## src/rtl/axis_flit_injector_if.sv

```systemverilog
// AXI-Stream beat input, flit send output and credit return for the flit injector.
// Latency: none. This is a bundle of wires.
// Backpressure: axis_tready stalls the AXIS source; credit_in/credits_avail carry the downstream buffer state.
//
// Modports:
//   slave  - the injector. It consumes AXIS beats and credits and drives flits and status.
//   master - the environment. It drives AXIS beats and credits and observes flits and status.
interface axis_flit_injector_if #(
    parameter int TDATA_WIDTH          = 128,
    parameter int TID_WIDTH            = 2,
    parameter int TDEST_WIDTH          = 2,
    parameter int SERIALIZATION_FACTOR = 1,
    parameter int FLIT_BUFFER_DEPTH    = 4,
    parameter int FLIT_WIDTH           = TDATA_WIDTH / SERIALIZATION_FACTOR,
    parameter int DEST_WIDTH           = TID_WIDTH + TDEST_WIDTH,
    parameter int CREDIT_WIDTH         = $clog2(FLIT_BUFFER_DEPTH + 1)
);
    logic                    axis_tvalid;
    logic                    axis_tready;
    logic [TDATA_WIDTH-1:0]  axis_tdata;
    logic                    axis_tlast;
    logic [TID_WIDTH-1:0]    axis_tid;
    logic [TDEST_WIDTH-1:0]  axis_tdest;

    logic [FLIT_WIDTH-1:0]   data_out;
    logic [DEST_WIDTH-1:0]   dest_out;
    logic                    is_tail_out;
    logic                    send_out;

    logic                    credit_in;
    logic [CREDIT_WIDTH-1:0] credits_avail;
    logic                    credit_overflow;

    modport slave (
        input  axis_tvalid, axis_tdata, axis_tlast, axis_tid, axis_tdest, credit_in,
        output axis_tready, data_out, dest_out, is_tail_out, send_out,
               credits_avail, credit_overflow
    );

    modport master (
        output axis_tvalid, axis_tdata, axis_tlast, axis_tid, axis_tdest, credit_in,
        input  axis_tready, data_out, dest_out, is_tail_out, send_out,
               credits_avail, credit_overflow
    );
endinterface

```

## src/rtl/axis_flit_injector.sv

```systemverilog
// Splits each AXIS beat into SERIALIZATION_FACTOR flits, lowest slice first, and issues them under send/credit flow control.
// Latency: a beat accepted at edge k shows flit 0 on send_out in cycle k, provided a credit is held. After that it issues one flit per cycle.
// Backpressure: axis_tready drops while a beat is still being serialised. Flits stall while the credit count is zero.
//
// Ports:
//   clk_noc, rst_n - NoC clock (rising edge) and asynchronous active-low reset
//   bus (slave)    - AXIS beat in (tvalid/tready/tdata/tlast/tid/tdest), flit out
//                    (data_out/dest_out/is_tail_out/send_out), credit_in return,
//                    credits_avail count and sticky credit_overflow flag
module axis_flit_injector #(
    parameter int TDATA_WIDTH          = 128,
    parameter int TID_WIDTH            = 2,
    parameter int TDEST_WIDTH          = 2,
    parameter int SERIALIZATION_FACTOR = 1,
    parameter int FLIT_BUFFER_DEPTH    = 4,
    parameter int FLIT_WIDTH           = TDATA_WIDTH / SERIALIZATION_FACTOR,
    parameter int DEST_WIDTH           = TID_WIDTH + TDEST_WIDTH,
    parameter int CREDIT_WIDTH         = $clog2(FLIT_BUFFER_DEPTH + 1)
) (
    input  logic                  clk_noc,
    input  logic                  rst_n,
    axis_flit_injector_if.slave   bus
);
    localparam int IDX_WIDTH = (SERIALIZATION_FACTOR > 1) ? $clog2(SERIALIZATION_FACTOR) : 1;
    localparam logic [IDX_WIDTH-1:0]    IDX_LAST = IDX_WIDTH'(SERIALIZATION_FACTOR - 1);
    localparam logic [CREDIT_WIDTH-1:0] CRED_MAX = CREDIT_WIDTH'(FLIT_BUFFER_DEPTH);

    // Beat register
    logic                    beat_vld;
    logic [TDATA_WIDTH-1:0]  beat_dat;
    logic                    beat_last;
    logic [TID_WIDTH-1:0]    beat_tid;
    logic [TDEST_WIDTH-1:0]  beat_tdest;
    logic [IDX_WIDTH-1:0]    idx;

    // Credit state
    logic [CREDIT_WIDTH-1:0] cred;
    logic [CREDIT_WIDTH-1:0] cred_nxt;
    logic                    ovf;
    logic                    ovf_set;

    logic                    fire;
    logic                    last_flit;
    logic                    tready;
    logic                    accept;

    assign fire      = beat_vld & (cred != '0);
    assign last_flit = fire & (idx == IDX_LAST);
    // The last flit leaving frees the register for a new beat on the same edge.
    // This gives back-to-back beats.
    assign tready    = ~beat_vld | last_flit;
    assign accept    = bus.axis_tvalid & tready;

    always_ff @(posedge clk_noc or negedge rst_n) begin
        if (!rst_n) begin
            beat_vld   <= 1'b0;
            beat_dat   <= '0;
            beat_last  <= 1'b0;
            beat_tid   <= '0;
            beat_tdest <= '0;
            idx        <= '0;
        end else if (accept) begin
            // Loading takes priority over emptying when both happen together.
            beat_vld   <= 1'b1;
            beat_dat   <= bus.axis_tdata;
            beat_last  <= bus.axis_tlast;
            beat_tid   <= bus.axis_tid;
            beat_tdest <= bus.axis_tdest;
            idx        <= '0;
        end else if (last_flit) begin
            beat_vld   <= 1'b0;
            idx        <= '0;
        end else if (fire) begin
            idx        <= idx + IDX_WIDTH'(1);
        end
    end

    // Credits: a returned credit with no flit going out raises the count.
    // If the count is already full, that credit is dropped (the counter saturates) and the error is flagged.
    always_comb begin
        cred_nxt = cred;
        ovf_set  = 1'b0;
        if (fire && !bus.credit_in) begin
            cred_nxt = cred - CREDIT_WIDTH'(1);
        end else if (!fire && bus.credit_in) begin
            if (cred == CRED_MAX) begin
                ovf_set = 1'b1;
            end else begin
                cred_nxt = cred + CREDIT_WIDTH'(1);
            end
        end
    end

    always_ff @(posedge clk_noc or negedge rst_n) begin
        if (!rst_n) begin
            cred <= CRED_MAX;
            ovf  <= 1'b0;
        end else begin
            cred <= cred_nxt;
            ovf  <= ovf | ovf_set;
        end
    end

    generate
        if (SERIALIZATION_FACTOR == 1) begin : g_flat
            assign bus.data_out = beat_dat;
        end else begin : g_slice
            logic [SERIALIZATION_FACTOR-1:0][FLIT_WIDTH-1:0] slices;
            assign slices       = beat_dat;
            assign bus.data_out = slices[idx];
        end
    endgenerate

    assign bus.dest_out        = {beat_tid, beat_tdest};
    assign bus.is_tail_out     = beat_last & (idx == IDX_LAST);
    assign bus.send_out        = fire;
    assign bus.axis_tready     = tready;
    assign bus.credits_avail   = cred;
    assign bus.credit_overflow = ovf;
endmodule

```

## src/flat_wrapper.sv

```systemverilog
// flat-port wrapper written by rule: the top's interface ports become plain ports
module axis_flit_injector_flat 
#(
    parameter int TDATA_WIDTH          = 128,
    parameter int TID_WIDTH            = 2,
    parameter int TDEST_WIDTH          = 2,
    parameter int SERIALIZATION_FACTOR = 1,
    parameter int FLIT_BUFFER_DEPTH    = 4,
    parameter int FLIT_WIDTH           = TDATA_WIDTH / SERIALIZATION_FACTOR,
    parameter int DEST_WIDTH           = TID_WIDTH + TDEST_WIDTH,
    parameter int CREDIT_WIDTH         = $clog2(FLIT_BUFFER_DEPTH + 1)
)
  (clk_noc, rst_n, bus_axis_tvalid, bus_axis_tdata, bus_axis_tlast, bus_axis_tid, bus_axis_tdest, bus_credit_in, bus_axis_tready, bus_data_out, bus_dest_out, bus_is_tail_out, bus_send_out, bus_credits_avail, bus_credit_overflow);
  axis_flit_injector_if #(.TDATA_WIDTH(TDATA_WIDTH), .TID_WIDTH(TID_WIDTH), .TDEST_WIDTH(TDEST_WIDTH), .SERIALIZATION_FACTOR(SERIALIZATION_FACTOR), .FLIT_BUFFER_DEPTH(FLIT_BUFFER_DEPTH), .FLIT_WIDTH(FLIT_WIDTH), .DEST_WIDTH(DEST_WIDTH), .CREDIT_WIDTH(CREDIT_WIDTH)) bus_i ();
  input  logic clk_noc;
  input  logic rst_n;
  input wire logic [$bits(bus_i.axis_tvalid)-1:0] bus_axis_tvalid;
  input wire logic [$bits(bus_i.axis_tdata)-1:0] bus_axis_tdata;
  input wire logic [$bits(bus_i.axis_tlast)-1:0] bus_axis_tlast;
  input wire logic [$bits(bus_i.axis_tid)-1:0] bus_axis_tid;
  input wire logic [$bits(bus_i.axis_tdest)-1:0] bus_axis_tdest;
  input wire logic [$bits(bus_i.credit_in)-1:0] bus_credit_in;
  output wire logic [$bits(bus_i.axis_tready)-1:0] bus_axis_tready;
  output wire logic [$bits(bus_i.data_out)-1:0] bus_data_out;
  output wire logic [$bits(bus_i.dest_out)-1:0] bus_dest_out;
  output wire logic [$bits(bus_i.is_tail_out)-1:0] bus_is_tail_out;
  output wire logic [$bits(bus_i.send_out)-1:0] bus_send_out;
  output wire logic [$bits(bus_i.credits_avail)-1:0] bus_credits_avail;
  output wire logic [$bits(bus_i.credit_overflow)-1:0] bus_credit_overflow;
  assign bus_i.axis_tvalid = bus_axis_tvalid;
  assign bus_i.axis_tdata = bus_axis_tdata;
  assign bus_i.axis_tlast = bus_axis_tlast;
  assign bus_i.axis_tid = bus_axis_tid;
  assign bus_i.axis_tdest = bus_axis_tdest;
  assign bus_i.credit_in = bus_credit_in;
  assign bus_axis_tready = bus_i.axis_tready;
  assign bus_data_out = bus_i.data_out;
  assign bus_dest_out = bus_i.dest_out;
  assign bus_is_tail_out = bus_i.is_tail_out;
  assign bus_send_out = bus_i.send_out;
  assign bus_credits_avail = bus_i.credits_avail;
  assign bus_credit_overflow = bus_i.credit_overflow;
  axis_flit_injector #(.TDATA_WIDTH(TDATA_WIDTH), .TID_WIDTH(TID_WIDTH), .TDEST_WIDTH(TDEST_WIDTH), .SERIALIZATION_FACTOR(SERIALIZATION_FACTOR), .FLIT_BUFFER_DEPTH(FLIT_BUFFER_DEPTH), .FLIT_WIDTH(FLIT_WIDTH), .DEST_WIDTH(DEST_WIDTH), .CREDIT_WIDTH(CREDIT_WIDTH)) u_core (.clk_noc(clk_noc), .rst_n(rst_n), .bus(bus_i));
endmodule
```

## config.mk

```make
export PLATFORM = sky130hd
export DESIGN_NAME = axis_flit_injector_flat
export DESIGN_NICKNAME = d
export VERILOG_FILES = /design/src/rtl/axis_flit_injector_if.sv /design/src/rtl/axis_flit_injector.sv /design/src/flat_wrapper.sv
export SDC_FILE = /design/constraint.sdc
export NUM_CORES = 1
export LEC_CHECK = 0
export BUFFER_PORTS_ARGS = -buffer_cell sky130_fd_sc_hd__buf_2
export CORE_MARGIN = 5
export CORE_UTILIZATION = 45
export DETAILED_ROUTE_END_ITERATION = 10
export PLACE_DENSITY = 0.79
export SLEW_MARGIN = 20
export SYNTH_ARGS = -nofsm -noshare
export SYNTH_HDL_FRONTEND = slang
export SYNTH_SLANG_ARGS = --single-unit
```

## constraint.sdc

```tcl
create_clock -name clk_noc -period 2.7 [get_ports clk_noc]
set_input_delay 0.54 -clock clk_noc [delete_from_list [all_inputs] [get_ports clk_noc]]
set_output_delay 0.54 -clock clk_noc [all_outputs]
set_load 0.02 [all_outputs]
```

# Word-level counts from Yosys, hierarchy flattened
# Cells that the tools add are included.
dict set report word_totals {
  in_bits 137
  word_cells 41
  output_inout_bits 139
  ff_bits 139
}
dict set report op_classes {
  n_reduce_logical 9
  n_addsub 3
  mux 11
  bitwise_logic 8
  eq_ne 2
}
# cell count
set ops {}
lappend ops {{$mux 3} 3}
lappend ops {{$mux 1} 8}
lappend ops {{$reduce_bool 3->1} 2}
lappend ops {{$and 1x1->1} 4}
lappend ops {{$reduce_bool 2->1} 2}
lappend ops {{$add 3x1->3 const B} 1}
lappend ops {{$eq 3x3->1 const B} 1}
lappend ops {{$sub 3x1->3 const B} 1}
lappend ops {{$logic_and 1x1->1} 2}
lappend ops {{$logic_not 1->1} 2}
lappend ops {{$ne 2x1->1 const B} 1}
lappend ops {{$not 1->1} 2}
lappend ops {{$or 1x1->1} 2}
lappend ops {{$reduce_and 2->1} 1}
lappend ops {{$add 1x1->1 const B} 1}

# Depth between registers and ports, before layout
# Gate-level depths: netlist (run 1).
dict set report depth {
  ltp_word 7
  depth_mapped 10
}

# Worst setup path before layout (run 1)
# No wires, ideal clock.
dict set report synth_timing {
  kind {flip-flop to flip-flop}
  from {reg u_core.cred[0], in the netlist u_core.bus.credits_avail[0]}
  to {reg u_core.cred[2], in the netlist u_core.bus.credits_avail[2]}
  setup_slack_ns 0.578
  setup_time_ns 0.083
  arrival_ns 2.039
  required_time_ns 2.617
  period_less_slack_ns 2.122
  stages_incl_launch_ff 11
  cell_sequence {dfrtp_1 -> nor3_2 -> nand2b_1 -> inv_1 -> ha_1 -> xor2_1 -> ha_1 -> a21oi_1 -> xnor2_1 -> nand2_1 -> xnor2_1}
}
dict set report synth_between {
  elab_chain_cells 6
  elab_cells_between_ends 14
  cone_classes {add/sub (2); eq/ne (2); mux (3); bitwise (1); reduce/logical (6)}
}
# item line
set synth_lines {}
lappend synth_lines {{from (decl)} axis_flit_injector.sv:37} ;# logic [CREDIT_WIDTH-1:0] cred;
lappend synth_lines {{from (signal assigned)} axis_flit_injector.sv:99} ;# cred <= cred_nxt;
lappend synth_lines {{$reduce_bool 3->1 *} axis_flit_injector.sv:47} ;# assign fire = beat_vld & (cred != '0);
lappend synth_lines {{$and 1x1->1 *} axis_flit_injector.sv:47}
lappend synth_lines {{named net bus_send_out} flat_wrapper.sv:27} ;# output wire logic [$bits(bus_i.send_out)-1:0] bus_send_out;
lappend synth_lines {{$logic_not 1->1} axis_flit_injector.sv:85} ;# end else if (!fire && bus.credit_in) begin
lappend synth_lines {{$logic_and 1x1->1} axis_flit_injector.sv:85}
lappend synth_lines {{$reduce_bool 2->1 (no line)} --}
lappend synth_lines {{$reduce_and 2->1 (no line)} --}
# The timed path passes the listed nets; every way through them passes the cells marked *. The select of a mux whose other input is x is not followed.
# A chain may end at the register's enable or synchronous reset.

# Final worst setup path (run 1)
dict set report layout_timing {
  from {reg u_core.cred[1], in the netlist u_core.bus.credits_avail[1]}
  to {reg u_core.cred[2], in the netlist u_core.bus.credits_avail[2]}
}
dict set report layout_between {
  elab_chain_cells 6
  elab_cells_between_ends 14
  cone_classes {add/sub (2); eq/ne (2); mux (3); bitwise (1); reduce/logical (6)}
}
# item
set layout_lines {}
lappend layout_lines {{branches (longest 6 deep; another with $add 3x1->3)}}
# Parallel ways; which one is timed is not known. The select of a mux whose other input is x is not followed.

==> impl_metrics.env, run 1 <==
export IMPL_synth_largest_area_cell="dfrtp_1"
export IMPL_setup_tns_ns=0
export IMPL_fp_dieW_um=121
export IMPL_critPathMaxFanout=6
export IMPL_drive_gt1_share_pct=73.4
export IMPL_ant_nets=0
export IMPL_grt_max_degree=58
export IMPL_yosysSeqAreaShare_pct=63.1
export IMPL_rows=40
export IMPL_fin_crit_sh_pct=79.3
export IMPL_min_period_ns=2.14
export IMPL_cpPeakStageDelay_ns=0.45
export IMPL_synth_nets=454
export IMPL_clock_latency_ns=0.40
export IMPL_grt_use_met3_pct=7.34
export IMPL_synth_main_ff_cell="dfrtp_1"
export IMPL_finalSetupViolations=0
export IMPL_synth_cells=313
export IMPL_rsz0062_at_grt="false"
export IMPL_peakVddDrop_v=0.000599
export IMPL_hold_class="in2async"
export IMPL_p_leak_nw=3.90
export IMPL_netlist_area_mm2=0.00551
export IMPL_synth_top_area_share_pct=62.7
export IMPL_cts_hold_buffers_added=0
export IMPL_synth_cell_type_count=20
export IMPL_vias=3630
export IMPL_gp_congestion=0.749
export IMPL_yosys_warnings=0
export IMPL_fillCellCount=918
export IMPL_clockBufferDepth=2
export IMPL_cts_htree_levels=4
export IMPL_slew_violations=0
export IMPL_cts_num_sinks=139
export IMPL_synth_area_per_cell_um2=17.6
export IMPL_timing_critical_path_from_type="register"
export IMPL_rrSetupSlack_ns=0.56
export IMPL_coreArea_mm2=0.0120
export IMPL_ioPinCount=276
export IMPL_clk_pin_slew_ns=0.06
export IMPL_nNetsFinal=739
export IMPL_synth_seq_cells=139
export IMPL_grt_busiest_layer="met2"
export IMPL_grt_pass1_wl_um=20100
export IMPL_cp_required_ns=3.03
export IMPL_drcViolationCount=0
export IMPL_gr_usage_met1_pct=20.1
export IMPL_port_buffers=275
export IMPL_reg2reg_depth=10
export IMPL_cts_tree="built"
export IMPL_cellPowerDensity_mw_per_mm2=1030
export IMPL_post_cts_resized=0
export IMPL_hold_ws_ns=0.0985
export IMPL_async_flop_share_pct=100
export IMPL_synth_edff_count=0
export IMPL_drtPass1Iterations=4
export IMPL_die_area_mm2=0.0146
export IMPL_postCtsSetupBuffers=0
export IMPL_drv_cap=0
export IMPL_syn2layout_area_growth_pct=38.3
export IMPL_crit_type="reg2reg"
export IMPL_die_y_um=121
export IMPL_hpwl_um=9730
export IMPL_start_util_pct=45.9
export IMPL_arrival_ns=2.47
export IMPL_dr_first_iter_drc_count=115
export IMPL_slew_headroom_pct=64.5
export IMPL_outcome="finished clean"
export IMPL_cts_made_buffers=17
export IMPL_worst_slew_pin_slew_ns=0.533
export IMPL_wl_um=12800
export IMPL_grt_pass1_vias=4001
export IMPL_clock_root_buffer="clkbuf_16"
export IMPL_crit_slowest_cell="dfrtp_1"
export IMPL_clock_skew_ns=0.00722
export IMPL_num_antenna_cells=0
export IMPL_antenna_found_initial=0
export IMPL_hold_viol_final=0
export IMPL_path_cells="nor3_2 > nand2b_1 > inv_1 > ha_1 > xor2_1 > ha_1 > a21oi_1 > xnor2_1 > nand2_1 > xnor2_1"
export IMPL_track_usage_pct=17.6
export IMPL_reg2reg_to="u_core.bus.credits_avail[2]$_DFFE_PN1P_"
export IMPL_vias_per_cell=4.80
export IMPL_use_met2_pct=30.1
export IMPL_cp_end_kind="register"
export IMPL_rr_startpoint="u_core.bus.credits_avail[1]$_DFFE_PN0P_"
export IMPL_synth_area_leaders="dfrtp_1 (63%), mux2_4 (16%), mux2_2 (15%)"
export IMPL_fmax_mhz=467
export IMPL_wl_per_cell_um=17.0
export IMPL_grt_overflow=0
==> through the flow <==
stage | setup slack, ns | cell area (um^2) | total power, mW | util, % | cells
after CTS | 0.544 | 7620 | 7.90 | 63.4 | 756
after detailed placement | 0.548 | 7060 | 5.69 | 58.8 | 726
after global placement | 0.692 | 7060 | 5.61 | 58.8 | 726
final | 0.560 | 7620 | 7.81 | 63.4 | 756
after global routing | 0.353 | 7620 | 8.20 | 63.4 | 756
after floorplan | 0.578 | 5510 | 4.74 | - | 313
==> layout make-up <==
type,instances,area [um^2],share of cell area [%]
Sequential cell,139,3480,45.7
Multi-Input combinational cell,157,1900,24.9
Timing Repair Buffer,281,1490,19.6
Clock buffer,21,460,6.04
Tap cell,147,184,2.41
Clock inverter,9,97.6,1.28
Inverter,2,7.51,0.0985
==> critical path, delay by kind of cell, from the launching register on <==
family / cells / cell delay [ns]
and+or+nand+nor: 3 / 0.50
DFF: 1 / 0.45
xor gates and xnor gates: 3 / 0.44
adders and majority gates: 2 / 0.43
AOI/OAI and AO/OA: 1 / 0.16
buffers and inverters: 1 / 0.09
==> synth_stat cells, types with 2 or more instances <==
cell,instances
ha_1,4
buf_2,7
xnor2_1,2
inv_1,2
nor2_1,2
mux2_4,59
dfrtp_1,138
nand2b_1,2
mux2_2,75
nand2_1,5
buf_6,8
==> power breakdown <==
part | total [mW] | internal (mW) | switching (mW)
Combinational | 2.67 | 1.21 | 1.46
Clock | 2.18 | 1.39 | 0.797
Sequential | 2.96 | 2.65 | 0.306
==> how the worst max path moves through the flow <==
stage	startpoint	endpoint	slack, ns	cells past startpoint
2_1_floorplan	u_core.bus.credits_avail[0]$_DFFE_PN0P_	u_core.bus.credits_avail[2]$_DFFE_PN1P_	0.58	10
3_3_place_gp	u_core.bus.credits_avail[0]$_DFFE_PN0P_	u_core.bus.credits_avail[2]$_DFFE_PN1P_	0.69	10
3_5_place_dp	u_core.bus.credits_avail[1]$_DFFE_PN0P_	u_core.bus.credits_avail[2]$_DFFE_PN1P_	0.55	10
4_1_cts	u_core.bus.credits_avail[1]$_DFFE_PN0P_	u_core.bus.credits_avail[2]$_DFFE_PN1P_	0.54	10
5_1_grt	u_core.bus.credits_avail[0]$_DFFE_PN0P_	u_core.bus.credits_avail[2]$_DFFE_PN1P_	0.35	10
6_report	u_core.bus.credits_avail[1]$_DFFE_PN0P_	u_core.bus.credits_avail[2]$_DFFE_PN1P_	0.56	10
==> flip-flops by register name, summed over array words and instances, names as in the netlist <==
name	cells
u_core.beat_last	1
u_core.beat_tdest	2
u_core.beat_tid	2
u_core.beat_vld	1
u_core.bus.credit_overflow	1
u_core.bus.credits_avail	3
u_core.bus.data_out	128
u_core.idx	1
==> layout by cell type (no fill, tap or decap) <==
| cell type | instances |
|---|---|
| mux2_4 | 59 |
| dfstp_2 | 1 |
| nand2b_1 | 2 |
| a21oi_1 | 1 |
| nor2b_1 | 1 |
| clkinvlp_4 | 1 |
| clkinv_2 | 6 |
| dfrtp_1 | 138 |
| inv_1 | 2 |
| bufinv_16 | 2 |
| nor2_1 | 2 |
| mux2_2 | 75 |
| xor2_1 | 1 |
| buf_4 | 1 |
| ha_1 | 4 |
| nor3_2 | 1 |
| clkbuf_16 | 17 |
| clkbuf_1 | 2 |
| nand2_1 | 5 |
| xnor2_1 | 2 |
| o21ai_2 | 1 |
| a21o_1 | 1 |
| buf_6 | 1 |
| buf_2 | 274 |
| nor4b_1 | 1 |
| and2_4 | 1 |
| buf_12 | 5 |
| clkbuf_8 | 2 |
==> logic make-up after synthesis <==
logic type,share of synthesized area [%]
buffers and inverters,2.41
muxes,31.4
and+or+nand+nor,1.27
adders and majority gates,0.908
DFF,63.1
AOI/OAI and AO/OA,0.386
xor gates and xnor gates,0.477
==> per-layer routing <==
| layer | up-vias | wire length, um |
|---|---|---|
| met4 | 0 | 123 |
| met2 | 162 | 6610 |
| met1 | 1786 | 4970 |
| met5 | - | 0 |
| met3 | 12 | 1130 |
| li1 | 1670 | - |
(Power assumes the default switching activity.)
==> run 2, diff against run 1 <==
--- a/config.mk
+++ b/config.mk
@@ -7,9 +7,9 @@
 export LEC_CHECK = 0
 export BUFFER_PORTS_ARGS = -buffer_cell sky130_fd_sc_hd__buf_2
 export CORE_MARGIN = 5
-export CORE_UTILIZATION = 45
+export CORE_UTILIZATION = 41
 export DETAILED_ROUTE_END_ITERATION = 10
-export PLACE_DENSITY = 0.79
+export PLACE_DENSITY = 0.76
 export SLEW_MARGIN = 20
 export SYNTH_ARGS = -nofsm -noshare
 export SYNTH_HDL_FRONTEND = slang
==> constraint.sdc (replaced) <==
create_clock -name clk_noc -period 1.8 [get_ports clk_noc]
set_input_delay 0.36 -clock clk_noc [delete_from_list [all_inputs] [get_ports clk_noc]]
set_output_delay 0.36 -clock clk_noc [all_outputs]
set_load 0.02 [all_outputs]
==> run 2 against run 1 <==
Compared with the run above:
- critical endpoint is now bus_axis_tready
- sequential cell count stayed put
- final cell count is 7.5% higher
- global-route usage is 0.67 points lower
- the run now ends with setup timing left
- routed wire length is 8.2% higher
- via count is 3.7% higher
- worst hold slack better by 0.077 ns
==> impl_metrics.env, run 2 (synthesis results as in run 1) <==
export IMPL_cts_htree_levels=4
export IMPL_num_antenna_cells=0
export IMPL_crit_type="reg2out"
export IMPL_clock_root_buffer="clkbuf_16"
export IMPL_path_cells="nor3_4 > buf_4 > o21ai_2 > buf_4 > buf_4"
export IMPL_wl_um=13900
export IMPL_finalWorstSetupSlack_ns=-0.0954
export IMPL_min_to="u_core.bus.data_out[106]$_DFFE_PN0P_"
export IMPL_slew_headroom_pct=74.3
export IMPL_cp_required_ns=1.44
export IMPL_cts_tree="built"
export IMPL_clock_latency_ns=0.41
export IMPL_hp_start="bus_axis_tdata[106]"
export IMPL_p_sw_mw=4.09
export IMPL_switching_share_pct=32.9
export IMPL_hold_depth=2
export IMPL_cpPeakStageDelay_ns=0.56
export IMPL_hold_viol_final=0
export IMPL_ioPinCount=276
export IMPL_track_usage_pct=17.0
export IMPL_cp_end_kind="output pin"
export IMPL_rrSetupSlack_ns=-0.09
export IMPL_wl_per_cell_um=17.1
export IMPL_finalSetupViolations=126
export IMPL_clkPwrFrac_pct=27.4
export IMPL_clockBufferDepth=2
export IMPL_pwr_share_comb_pct=36.8
export IMPL_fmax_mhz=528
export IMPL_pre_cts_ws_ns=-0.141
export IMPL_drcViolationCount=0
export IMPL_layout_common_cells="buf_2 (273), dfrtp_1 (136), mux2_2 (73), mux2_4 (61), clkbuf_16 (23)"
export IMPL_min_period_ns=1.90
export IMPL_antenna_found_initial=0
export IMPL_clock_skew_ns=0.0136
export IMPL_ant_nets=0
export IMPL_gp_congestion=0.838
export IMPL_grt_overflow=0
export IMPL_arrival_ns=1.54
export IMPL_p_int_mw=8.34
export IMPL_drv_cap=0
export IMPL_timing_critical_path_from_type="register"
export IMPL_violations="setup timing"
export IMPL_cellPowerDensity_mw_per_mm2=1520
export IMPL_fillCellCount=1023
export IMPL_drive_gt1_share_pct=76.1
export IMPL_p_leak_nw=4.14
export IMPL_die_y_um=126
export IMPL_syn2layout_area_growth_pct=47.9
export IMPL_hpwl_um=9980
export IMPL_rr_startpoint="u_core.bus.credits_avail[2]$_DFFE_PN1P_"
export IMPL_mostFrequentLayoutCell="buf_2"
export IMPL_largest_register_ffs=128
export IMPL_fin_crit_sh_pct=105
export IMPL_drtPass1Iterations=4
export IMPL_reg2reg_depth=7
export IMPL_vias=3763
export IMPL_fp_dieW_um=126
export IMPL_peakVddDrop_v=0.000815
export IMPL_die_area_mm2=0.0159
export IMPL_cpMostUsedCell="buf_4"
export IMPL_start_util_pct=41.8
export IMPL_slew_violations=0
export IMPL_rsz0062_at_grt="true"
export IMPL_cts_num_sinks=139
export IMPL_reg2reg_to="u_core.bus.data_out[42]$_DFFE_PN0P_"
export IMPL_cts_made_buffers=17
export IMPL_worst_slew_pin_slew_ns=0.386
export IMPL_setup_tns_ns=-5.90
export IMPL_dr_first_iter_drc_count=149
export IMPL_rows=42
export IMPL_critPathMaxFanout=2
export IMPL_coreArea_mm2=0.0132
export IMPL_vias_per_cell=4.63
export IMPL_grt_max_degree=51
export IMPL_crit_slowest_cell="dfstp_2"
export IMPL_outcome="finished, violations left"
export IMPL_grt_pass1_wl_um=21700
export IMPL_power_frac_seq_pct=35.8
export IMPL_grt_pass1_vias=4225
export IMPL_nNetsFinal=765
export IMPL_clk_pin_slew_ns=0.06
export IMPL_port_buffers=275
export IMPL_hold_class="in2reg"
[run 2: changes by cell type in the layout (fill, tap and decap cells not counted), sizes merged]
cell         change
clkbuf           +6
buf             +19
clkinv           +2
dlygate4sd3      +1
[run 2: area by class of cell]
class / count / area (um^2) / area share, %
Clock buffer: 21 / 470 / 5.77
Tap cell: 176 / 220 / 2.70
Multi-Input combinational cell: 157 / 1970 / 24.1
Sequential cell: 139 / 3480 / 42.7
Clock inverter: 11 / 119 / 1.46
Timing Repair Buffer: 307 / 1880 / 23.1
Inverter: 2 / 10.0 / 0.123
[run 2: power groups by stage]
stage	sequential (mW)	combinational, mW	clock [mW]
6_report	4.45	4.58	3.41
5_1_grt	4.56	4.87	3.65
4_1_cts	4.45	4.27	3.49
3_5_place_dp	4.48	4.19	0
3_3_place_gp	4.42	4.13	0
2_1_floorplan	5.52	1.62	0
[run 2: critical path: cells and delay by family, from the launching register on]
kind | cells | cell delay, ns
buf+inv | 3 | 0.39
compound gates | 1 | 0.13
simple gates | 1 | 0.05
flops | 1 | 0.56
[run 2: metal layers]
metal | track usage [%] | part of all wire [%] | vias up
met5 | 0 | 0 | -
li1 | - | - | 1732
met2 | 28.1 | 50 | 161
met4 | 5.17 | 1.2 | 0
met1 | 20.1 | 40 | 1858
met3 | 7.32 | 8.5 | 12
[run 2: stage by stage]
stage / instances / instance area, um^2 / utilization, % / hold slack (ns) / power, mW
floorplan: 313 / 5540 / - / 0.0644 / 7.15
global placement: 765 / 7190 / 54.5 / 0.290 / 8.55
detailed placement: 765 / 7190 / 54.5 / 0.299 / 8.67
CTS: 798 / 7830 / 59.4 / 0.158 / 12.2
global route: 813 / 8150 / 61.8 / 0.163 / 13.1
finish: 813 / 8150 / 61.8 / 0.175 / 12.4
[run 2: repair_timing]
action                                  CTS  global route
resized for setup                        10            10
pin swaps                                 4             5
buffers inserted                          0             6
endpoints found under the setup margin    4            69
cloned                                    0             9
endpoints found under the hold margin    35             0
hold buffers                              1             0
[run 2: how the worst max path moves through the flow]
stage          cells after the start  slack (ns)                                 endpoint                               startpoint
6_report                           5        -0.1                          bus_axis_tready  u_core.bus.credits_avail[2]$_DFFE_PN1P_
5_1_grt                           10       -0.19  u_core.bus.credits_avail[2]$_DFFE_PN1P_  u_core.bus.credits_avail[1]$_DFFE_PN0P_
4_1_cts                           10       -0.07  u_core.bus.credits_avail[2]$_DFFE_PN1P_  u_core.bus.credits_avail[0]$_DFFE_PN0P_
3_5_place_dp                       7       -0.14  u_core.bus.credits_avail[0]$_DFFE_PN0P_  u_core.bus.credits_avail[1]$_DFFE_PN0P_
3_3_place_gp                      10       -0.08  u_core.bus.credits_avail[2]$_DFFE_PN1P_  u_core.bus.credits_avail[1]$_DFFE_PN0P_
2_1_floorplan                     10       -0.16  u_core.bus.credits_avail[2]$_DFFE_PN1P_  u_core.bus.credits_avail[1]$_DFFE_PN0P_
